--- config.mk ---
export PLATFORM = sky130hd
export DESIGN_NAME = router_reg_hold_flat
export DESIGN_NICKNAME = d
export VERILOG_FILES = /design/src/rtl/router_reg_hold_if.sv /design/src/rtl/router_reg_hold.sv /design/src/flat_wrapper.sv
export SDC_FILE = /design/constraint.sdc
export NUM_CORES = 1
export LEC_CHECK = 0
export BUFFER_PORTS_ARGS = -buffer_cell sky130_fd_sc_hd__buf_2
export CAP_MARGIN = 25
export CORE_MARGIN = 2
export CORE_UTILIZATION = 47
export DETAILED_ROUTE_END_ITERATION = 8
export PLACE_DENSITY = 0.67
export SYNTH_ARGS = -nofsm -noshare
export SYNTH_HDL_FRONTEND = slang
export SYNTH_SLANG_ARGS = --single-unit
--- constraint.sdc ---
create_clock -name clock -period 2.6 [get_ports clock]
set_input_delay 0.13 -clock clock [delete_from_list [all_inputs] [get_ports clock]]
set_output_delay 0.13 -clock clock [all_outputs]
set_load 0.02 [all_outputs]
--- src/rtl/router_reg_hold_if.sv ---
// router_reg_hold_if: byte/control bundle between the router FSM + source
// (master side) and the router_reg_hold packet register stage (slave side).
interface router_reg_hold_if #(
    parameter int DATA_WIDTH = 8
);
    logic                  pkt_valid;
    logic                  fifo_full;
    logic                  detect_add;
    logic                  lfd_state;
    logic                  ld_state;
    logic                  laf_state;
    logic                  full_state;
    logic                  rst_int_reg;
    logic [DATA_WIDTH-1:0] data_in;
    logic [DATA_WIDTH-1:0] dout;
    logic                  dout_we;
    logic                  hold_empty;
    logic                  low_pkt_valid;
    logic                  parity_done;
    logic                  err;
    logic                  len_err;
    logic                  ovf_err;

    modport master (
        output pkt_valid, fifo_full, detect_add, lfd_state, ld_state,
               laf_state, full_state, rst_int_reg, data_in,
        input  dout, dout_we, hold_empty, low_pkt_valid, parity_done,
               err, len_err, ovf_err
    );

    modport slave (
        input  pkt_valid, fifo_full, detect_add, lfd_state, ld_state,
               laf_state, full_state, rst_int_reg, data_in,
        output dout, dout_we, hold_empty, low_pkt_valid, parity_done,
               err, len_err, ovf_err
    );
endinterface

--- src/rtl/router_reg_hold.sv ---
// router_reg_hold: packet register stage of the 1x3 router.
// Captures the header, forwards payload bytes straight to the output FIFO or
// parks them in a small circular hold buffer while the FIFO is full, and
// checks XOR parity (and optionally payload length) against the packet.
// Optional feature: define ROUTER_REG_LEN_CHECK_EN to build the payload
// counter and len_err; otherwise len_err is tied low.
module router_reg_hold #(
    parameter int DATA_WIDTH = 8,
    parameter int HOLD_DEPTH = 2,
    parameter int CNT_WIDTH  = 6
) (
    input  logic             clock,
    input  logic             reset,
    router_reg_hold_if.slave bus
);
    localparam int PTR_WIDTH = (HOLD_DEPTH > 1) ? $clog2(HOLD_DEPTH) : 1;
    localparam int OCC_WIDTH = $clog2(HOLD_DEPTH + 1);
    localparam logic [PTR_WIDTH-1:0] PTR_LAST = PTR_WIDTH'(HOLD_DEPTH - 1);
    localparam logic [OCC_WIDTH-1:0] OCC_FULL = OCC_WIDTH'(HOLD_DEPTH);

    generate
        if (DATA_WIDTH < 3) begin : g_bad_data_width
            $error("router_reg_hold: DATA_WIDTH must be at least 3");
        end
        if (HOLD_DEPTH < 1) begin : g_bad_hold_depth
            $error("router_reg_hold: HOLD_DEPTH must be at least 1");
        end
        if (CNT_WIDTH < DATA_WIDTH - 2) begin : g_bad_cnt_width
            $error("router_reg_hold: CNT_WIDTH must be at least DATA_WIDTH-2");
        end
    endgenerate

    logic [DATA_WIDTH-1:0] hdr_reg;
    logic [DATA_WIDTH-1:0] dout_reg;
    logic                  dout_we_reg;
    logic [DATA_WIDTH-1:0] iparity_reg;
    logic [DATA_WIDTH-1:0] iparity_next;
    logic [DATA_WIDTH-1:0] ppar_reg;
    logic                  par_seen_reg;
    logic                  parity_done_reg;
    logic                  low_pkt_valid_reg;
    logic                  err_reg;
    logic                  ovf_err_reg;
    logic                  hold_empty_reg;

    logic [DATA_WIDTH-1:0] hold_mem [HOLD_DEPTH];
    logic [PTR_WIDTH-1:0]  head_reg;
    logic [PTR_WIDTH-1:0]  head_next;
    logic [PTR_WIDTH-1:0]  tail_reg;
    logic [PTR_WIDTH-1:0]  tail_next;
    logic [OCC_WIDTH-1:0]  occ_reg;
    logic [OCC_WIDTH-1:0]  occ_next;

    logic accept;
    logic hold_has_data;
    logic direct;
    logic push_req;
    logic overflow;
    logic push;
    logic pop;
    logic par_byte;

    // Path selection. The header slot (lfd) owns dout, so a byte accepted in
    // the same cycle is routed through the hold buffer instead of being lost.
    assign accept        = bus.ld_state && !bus.full_state;
    assign hold_has_data = (occ_reg != '0);
    assign direct        = accept && !bus.lfd_state && !bus.fifo_full && !hold_has_data;
    assign push_req      = accept && !direct;
    assign overflow      = push_req && (occ_reg == OCC_FULL);
    assign push          = push_req && !overflow;
    assign pop           = bus.laf_state && !bus.lfd_state && hold_has_data && !bus.fifo_full;
    assign par_byte      = accept && !bus.pkt_valid;

    // Next head/tail/occupancy of the circular hold buffer.
    always_comb begin
        head_next = head_reg;
        tail_next = tail_reg;
        occ_next  = occ_reg;
        if (bus.detect_add) begin
            head_next = '0;
            tail_next = '0;
            occ_next  = '0;
        end else begin
            if (pop) begin
                head_next = (head_reg == PTR_LAST) ? '0 : head_reg + PTR_WIDTH'(1);
            end
            if (push) begin
                tail_next = (tail_reg == PTR_LAST) ? '0 : tail_reg + PTR_WIDTH'(1);
            end
            case ({push, pop})
                2'b10:   occ_next = occ_reg + OCC_WIDTH'(1);
                2'b01:   occ_next = occ_reg - OCC_WIDTH'(1);
                default: occ_next = occ_reg;
            endcase
        end
    end

    // Hold buffer storage; contents need no reset because occupancy gates every read.
    always_ff @(posedge clock) begin
        if (push) begin
            hold_mem[tail_reg] <= bus.data_in;
        end
    end

    // Hold buffer pointers, occupancy and the registered empty flag.
    always_ff @(posedge clock or posedge reset) begin
        if (reset) begin
            head_reg       <= '0;
            tail_reg       <= '0;
            occ_reg        <= '0;
            hold_empty_reg <= 1'b1;
        end else begin
            head_reg       <= head_next;
            tail_reg       <= tail_next;
            occ_reg        <= occ_next;
            hold_empty_reg <= (occ_next == '0);
        end
    end

    // Output byte: header first, then direct bytes or replayed held bytes.
    always_ff @(posedge clock or posedge reset) begin
        if (reset) begin
            dout_reg    <= '0;
            dout_we_reg <= 1'b0;
        end else begin
            dout_we_reg <= 1'b0;
            if (bus.lfd_state) begin
                dout_reg    <= hdr_reg;
                dout_we_reg <= 1'b1;
            end else if (direct) begin
                dout_reg    <= bus.data_in;
                dout_we_reg <= 1'b1;
            end else if (pop) begin
                dout_reg    <= hold_mem[head_reg];
                dout_we_reg <= 1'b1;
            end
        end
    end

    // Running XOR of header and payload bytes for this cycle.
    always_comb begin
        iparity_next = iparity_reg;
        if (bus.lfd_state) begin
            iparity_next = iparity_next ^ hdr_reg;
        end
        if (accept && bus.pkt_valid) begin
            iparity_next = iparity_next ^ bus.data_in;
        end
    end

    // Header capture, parity tracking, parity-byte status and error flags.
    always_ff @(posedge clock or posedge reset) begin
        if (reset) begin
            hdr_reg           <= '0;
            iparity_reg       <= '0;
            ppar_reg          <= '0;
            par_seen_reg      <= 1'b0;
            parity_done_reg   <= 1'b0;
            low_pkt_valid_reg <= 1'b0;
            err_reg           <= 1'b0;
            ovf_err_reg       <= 1'b0;
        end else begin
            if (bus.detect_add && bus.pkt_valid) begin
                hdr_reg <= bus.data_in;
            end
            if (bus.detect_add) begin
                iparity_reg     <= '0;
                ppar_reg        <= '0;
                par_seen_reg    <= 1'b0;
                parity_done_reg <= 1'b0;
                ovf_err_reg     <= 1'b0;
            end else begin
                iparity_reg  <= iparity_next;
                par_seen_reg <= par_byte;
                if (par_seen_reg) begin
                    parity_done_reg <= 1'b1;
                end
                if (par_byte) begin
                    ppar_reg <= bus.data_in;
                end
                if (overflow) begin
                    ovf_err_reg <= 1'b1;
                end
            end
            // Setting wins over the FSM's clear when both land together.
            if (par_byte) begin
                low_pkt_valid_reg <= 1'b1;
            end else if (bus.rst_int_reg) begin
                low_pkt_valid_reg <= 1'b0;
            end
            err_reg <= parity_done_reg && (iparity_reg != ppar_reg);
        end
    end

`ifdef ROUTER_REG_LEN_CHECK_EN
    logic [CNT_WIDTH-1:0] pay_cnt_reg;
    logic [CNT_WIDTH-1:0] hdr_len;
    logic                 len_err_reg;

    assign hdr_len = CNT_WIDTH'(hdr_reg[DATA_WIDTH-1:2]);

    // Saturating payload byte counter and length compare once parity is in.
    always_ff @(posedge clock or posedge reset) begin
        if (reset) begin
            pay_cnt_reg <= '0;
            len_err_reg <= 1'b0;
        end else begin
            if (bus.detect_add) begin
                pay_cnt_reg <= '0;
            end else if (accept && bus.pkt_valid && (pay_cnt_reg != '1)) begin
                pay_cnt_reg <= pay_cnt_reg + CNT_WIDTH'(1);
            end
            len_err_reg <= parity_done_reg && (pay_cnt_reg != hdr_len);
        end
    end

    assign bus.len_err = len_err_reg;
`else
    assign bus.len_err = 1'b0;
`endif

    assign bus.dout          = dout_reg;
    assign bus.dout_we       = dout_we_reg;
    assign bus.hold_empty    = hold_empty_reg;
    assign bus.low_pkt_valid = low_pkt_valid_reg;
    assign bus.parity_done   = parity_done_reg;
    assign bus.err           = err_reg;
    assign bus.ovf_err       = ovf_err_reg;
endmodule

--- src/flat_wrapper.sv ---
// flat-port wrapper written by rule: the top's interface ports become plain ports
module router_reg_hold_flat 
#(
    parameter int DATA_WIDTH = 8,
    parameter int HOLD_DEPTH = 2,
    parameter int CNT_WIDTH  = 6
)
  (clock, reset, bus_pkt_valid, bus_fifo_full, bus_detect_add, bus_lfd_state, bus_ld_state, bus_laf_state, bus_full_state, bus_rst_int_reg, bus_data_in, bus_dout, bus_dout_we, bus_hold_empty, bus_low_pkt_valid, bus_parity_done, bus_err, bus_len_err, bus_ovf_err);
  router_reg_hold_if #(.DATA_WIDTH(DATA_WIDTH)) bus_i ();
  input  logic clock;
  input  logic reset;
  input wire logic [$bits(bus_i.pkt_valid)-1:0] bus_pkt_valid;
  input wire logic [$bits(bus_i.fifo_full)-1:0] bus_fifo_full;
  input wire logic [$bits(bus_i.detect_add)-1:0] bus_detect_add;
  input wire logic [$bits(bus_i.lfd_state)-1:0] bus_lfd_state;
  input wire logic [$bits(bus_i.ld_state)-1:0] bus_ld_state;
  input wire logic [$bits(bus_i.laf_state)-1:0] bus_laf_state;
  input wire logic [$bits(bus_i.full_state)-1:0] bus_full_state;
  input wire logic [$bits(bus_i.rst_int_reg)-1:0] bus_rst_int_reg;
  input wire logic [$bits(bus_i.data_in)-1:0] bus_data_in;
  output wire logic [$bits(bus_i.dout)-1:0] bus_dout;
  output wire logic [$bits(bus_i.dout_we)-1:0] bus_dout_we;
  output wire logic [$bits(bus_i.hold_empty)-1:0] bus_hold_empty;
  output wire logic [$bits(bus_i.low_pkt_valid)-1:0] bus_low_pkt_valid;
  output wire logic [$bits(bus_i.parity_done)-1:0] bus_parity_done;
  output wire logic [$bits(bus_i.err)-1:0] bus_err;
  output wire logic [$bits(bus_i.len_err)-1:0] bus_len_err;
  output wire logic [$bits(bus_i.ovf_err)-1:0] bus_ovf_err;
  assign bus_i.pkt_valid = bus_pkt_valid;
  assign bus_i.fifo_full = bus_fifo_full;
  assign bus_i.detect_add = bus_detect_add;
  assign bus_i.lfd_state = bus_lfd_state;
  assign bus_i.ld_state = bus_ld_state;
  assign bus_i.laf_state = bus_laf_state;
  assign bus_i.full_state = bus_full_state;
  assign bus_i.rst_int_reg = bus_rst_int_reg;
  assign bus_i.data_in = bus_data_in;
  assign bus_dout = bus_i.dout;
  assign bus_dout_we = bus_i.dout_we;
  assign bus_hold_empty = bus_i.hold_empty;
  assign bus_low_pkt_valid = bus_i.low_pkt_valid;
  assign bus_parity_done = bus_i.parity_done;
  assign bus_err = bus_i.err;
  assign bus_len_err = bus_i.len_err;
  assign bus_ovf_err = bus_i.ovf_err;
  router_reg_hold #(.DATA_WIDTH(DATA_WIDTH), .HOLD_DEPTH(HOLD_DEPTH), .CNT_WIDTH(CNT_WIDTH)) u_core (.clock(clock), .reset(reset), .bus(bus_i));
endmodule
After elaboration in Yosys (flattened, before gate mapping). Memory sizes are Yosys's and may differ from the RTL's. Cells that the tools add are included.

Add/sub/neg operators: 4. Equality and inequality tests: 4. Multiplexer cells: 28. Bitwise gates (word level): 2. Reductions and logical operators: 30.

Operators with widths (number): $mux 8 (8); $mux 1 (18); $xor 8x8->8 (2); $logic_and 1x1->1 (14); $reduce_bool 2->1 (7); $ne 8x8->1 (1); $logic_not 1->1 (7); $eq 2x2->1 const B (2); $pmux 2 s2 (1); $reduce_bool 3->1 (1); $add 1x1->1 const B (2); $add 2x1->2 const B (1); $eq 2x1->1 const B (1); $logic_not 2->1 (1); $mux 2 (1); $sub 2x1->2 const B (1).

Register bits: 43. Bits in writable memories: 16. Output and inout port bits: 15. Word-level logic and storage cells: 83. Memories: 1.

Memory list: u_core.hold_mem (depth 2, width 8, rd ports 1, clocked after Yosys merged registers in 0, write ports 1, RTL line router_reg_hold.sv:46) `logic [DATA_WIDTH-1:0] hold_mem [HOLD_DEPTH];`.

Longest topological paths before layout.
Depth after elaboration: 14. Mapped depth: 9. Gate-level depth less buffers: 8.

Worst setup path after synthesis. Ideal clock, no wire load.

Path type: reg2reg. Start: register u_core.occ_reg[0]. End: register u_core.hold_empty_reg, in the netlist u_core.bus.hold_empty. Setup time: 79 ps. Data arrival time: 1965 ps. Required time: 2521 ps. Slack: 556 ps. Stages on the path, launching flop included: 8. Buffers on the path: 0. Cell sequence: dfrtp_1 -> or4_4 -> nor3b_1 -> inv_1 -> ha_1 -> or3_1 -> a21oi_1 -> nor2_1.

Word-level cells in the longest chain between the ends: 12.

Ends and longest elaborated chain: from (decl) (RTL line router_reg_hold.sv:51) `logic [OCC_WIDTH-1:0] occ_reg;`; from (signal assigned) (RTL line router_reg_hold.sv:115) `occ_reg <= occ_next;`; $reduce_bool 2->1 (RTL line router_reg_hold.sv:66) `assign hold_has_data = (occ_reg != '0);`; $logic_not 1->1 (RTL line router_reg_hold.sv:67) `assign direct = accept && !bus.lfd_state && !bus.fifo_full && !hold_has_data;`; $logic_and 1x1->1 (RTL line router_reg_hold.sv:67); $logic_not 1->1 (RTL line router_reg_hold.sv:68) `assign push_req = accept && !direct;`; $logic_and 1x1->1 (RTL line router_reg_hold.sv:68); $logic_and 1x1->1 (RTL line router_reg_hold.sv:69) `assign overflow = push_req && (occ_reg == OCC_FULL);`; $logic_not 1->1 (RTL line router_reg_hold.sv:70) `assign push = push_req && !overflow;`; $logic_and 1x1->1 (RTL line router_reg_hold.sv:70); $eq 2x1->1 or $eq 2x2->1 (tied branches) (RTL line router_reg_hold.sv:90) `case ({push, pop})`; $pmux 2 s2 (*) (RTL line router_reg_hold.sv:90); $mux 2 (*) (RTL line router_reg_hold.sv:79) `if (bus.detect_add) begin`; named net u_core.occ_next[1] (RTL line router_reg_hold.sv:52) `logic [OCC_WIDTH-1:0] occ_next;`; $logic_not 2->1 (*) (RTL line router_reg_hold.sv:116) `hold_empty_reg <= (occ_next == '0);`; to (signal assigned) (RTL line router_reg_hold.sv:116); to (decl) (RTL line router_reg_hold.sv:44) `logic hold_empty_reg;`.

The timed path passes the listed nets; every way through them passes the cells marked *. A chain may end at the register's enable or synchronous reset.

Worst setup path in the final report. Ends and elaborated chain as after synthesis.

==> results.md <==
- Largest net degree at the start of global routing: 25
- Post-Route M1 WL: about 2600 µm
- Worst Setup Start Kind: flop
- Sequential fraction of the synthesis area: 0.586
- Post-Route WL: 5210 µm
- Buffers on Ports: 31
- H-tree depth: 3
- Biggest register: u_core.hold_mem
- Final Cycle Share: 0.831
- Netlist cell types: 34
- Clock tree buffer depth: 2
- Avg Vias per Cell: between 5 and 6
- Syn Inst Count: 214
- Gr usage total: 0.188
- Vias: 1672
- Setup Crit Path Kind: flop to flop
- Die Span X: 79.2 µm
- CP required: about 2.9 ns
- Layout area overhead: 15.5%
- Overflow after GRT: 0
- # rows: 27
- Actual slew at the worst max-slew pin: between 0.8 and 0.9 ns
- Arrival time at the worst endpoint: 2.42 ns
- Cts repair resizes: 0
- Drt first-iter violations: 73
- Crit Path Max Fanout: 5
- Routed Antenna Nets: 0
- Power, Total: 2.17 mW
- Main area contributors after synthesis: dfrtp_1 40%, edfxtp_1 18%, mux2_2 6.8%, xnor2_1 5.9%, mux2_4 4.5%
- Post-synth top area cell: dfrtp_1
- Post-synth EDFFs: 16
- Clk_lat worst skew: about 0.34 ns
- Metal2 WL: 2300 µm
- MaxCap Viol Count: 0
- Max FFs per register: 16
- Run status: finished, final reports clean
- Ys async rst share: 0.729
- # diodes: 0
- Core region area: 5470 µm²
- Die outline area: roughly 6300 µm²
- YS warnings: 0
- Layout Nets: 272
- Vias in the first global route: 1654
- Slew headroom: 0.429
- Placed wire-length estimate: 3550 µm
- RSZ-0062 raised after global routing: false
- CTS Buf Count: 9
- Worst VDD drop: 0.000301 V
- DRC Markers: 0
- Clock-pin slew on the worst setup and hold paths: around 0.06 ns
- Initial Util: 0.486
- Total Negative Setup Slacks: 0 ns
- Hold Path Class: input port to flop
- First-pass GRT wire length: 8560 µm
- Cell Pwr Density: 707 nW/µm²
- Drt pass-1 iters: 4
- Mapped Area: 2660 µm²
- Hold_buf cts: 2
- Most common cell after layout, fill and taps aside: dfrtp_1
- Clk sinks: 59
- Max-slew violations: 0
- Placer Congestion: 0.751
- Post-synthesis net count: 233
- Minimum clock period: 2.16 ns
- Most frequent cells in the layout: 42 x dfrtp_1, 31 x buf_2, 19 x nor2_1
- Leak: 1.37 nW
- CTS root buf: clkbuf_8
- Chip Height: 79.2 µm
- Fmax: ~460 MHz
- Seq cells post-synth: 59
- DR top layer: met4
- WL met3: approximately 210 µm
- Syn avg cell area: ~12 µm²
- Synth top area share: 0.395
- CTS tree: built
- Setup violations, final: 0
- Endpoints failing hold: 0
- Setup bufs post-CTS: 0
- Critical path endpoint category: flop
- Ys flop type: dfrtp_1
- Layout cells sized above 1: 0.296
- Initial antenna violation count: 0
- DR WL/cell: between 15 and 20 µm
- I/O pin count: 33
- Clk_skew: 0.00647 ns
==> report_power, final <==
| part | switching, mW | internal [mW] | total, mW |
|---|---|---|---|
| registers | 0.0527 | 1.04 | 1.10 |
| clock network | 0.341 | 0.356 | 0.698 |
| logic | 0.193 | 0.186 | 0.379 |
| total | 0.588 | 1.58 | 2.17 |
==> layout make-up <==
| class | instances | area, µm² |
|---|---|---|
| Fill cell | 488 | 2400 |
| Sequential cell | 59 | 1560 |
| Multi-Input combinational cell | 140 | 1030 |
| Timing Repair Buffer | 38 | 213 |
| Clock buffer | 11 | 141 |
| Tap cell | 72 | 90.1 |
| Inverter | 5 | 18.8 |
| Clock inverter | 4 | 17.5 |
==> metrics by stage <==
stage	setup slack, ns	utilization	instances	instance area (µm²)	hold slack [ns]
floorplan	0.556	-	214	2660	0.229
global placement	0.484	0.529	312	2890	0.236
detailed placement	0.441	0.529	312	2890	0.231
CTS	0.430	0.562	329	3070	0.0425
global route	0.280	0.562	329	3070	0.0471
finish	0.438	0.562	329	3070	0.0464
==> critical path, stage by stage, from the launching register on <==
cell and delay, ns:
dfrtp_1 0.43, or4_4 0.54, nor3b_1 0.19, inv_1 0.08, ha_1 0.25, or3_1 0.35, a21oi_1 0.19, nor2_1 0.07
==> metal layers <==
layer / vias to the layer above / GRT usage
li1: 819 / -
met1: 804 / 0.269
met2: 41 / 0.258
met3: 8 / 0.0511
met4: 0 / 0.0983
met5: - / 0
==> cells by family after synthesis <==
family / after synthesis / share of synthesized area
AO/OA/AOI/OAI: 31 / 0.0781
XOR/XNOR: 28 / 0.0922
adder cells (fa/ha/maj): 1 / 0.00470
buffers and inverters: 15 / 0.0254
flip-flops: 59 / 0.586
multiplexers: 24 / 0.113
other: 1 / 0.00141
AND/OR/NAND/NOR: 55 / 0.0997
==> cell usage after synthesis (2+ instances only) <==
library cell	count
dfrtp_1	42
nor2_1	19
xnor2_1	18
nand2_1	17
edfxtp_1	16
mux2_2	16
xor2_1	10
a21oi_1	9
and2_1	9
o21ai_0	9
a221o_1	8
mux2_4	8
clkbuf_1	7
inv_1	5
nor4_1	2
==> final timing paths <==
kind	startpoint	to	slack [ns]	depth (start not counted)
max	u_core.occ_reg[0]$_DFF_PP0_	u_core.bus.hold_empty$_DFF_PP1_	0.44	7
min	bus_data_in[1]	u_core.hold_mem[0][1]$_DFFE_PP_	0.05	1
max reg2reg	u_core.occ_reg[0]$_DFF_PP0_	u_core.bus.hold_empty$_DFF_PP1_	0.44	7
min reg2reg	u_core.par_seen_reg$_DFF_PP0_	u_core.bus.parity_done$_DFFE_PP0P_	0.47	2
max in group asynchronous	reset	u_core.ppar_reg[5]$_DFFE_PP0P_	1.59	4
min in group asynchronous	reset	u_core.iparity_reg[3]$_DFF_PP0_	0.40	3
No activity file was read; power rests on OpenSTA's default activity.
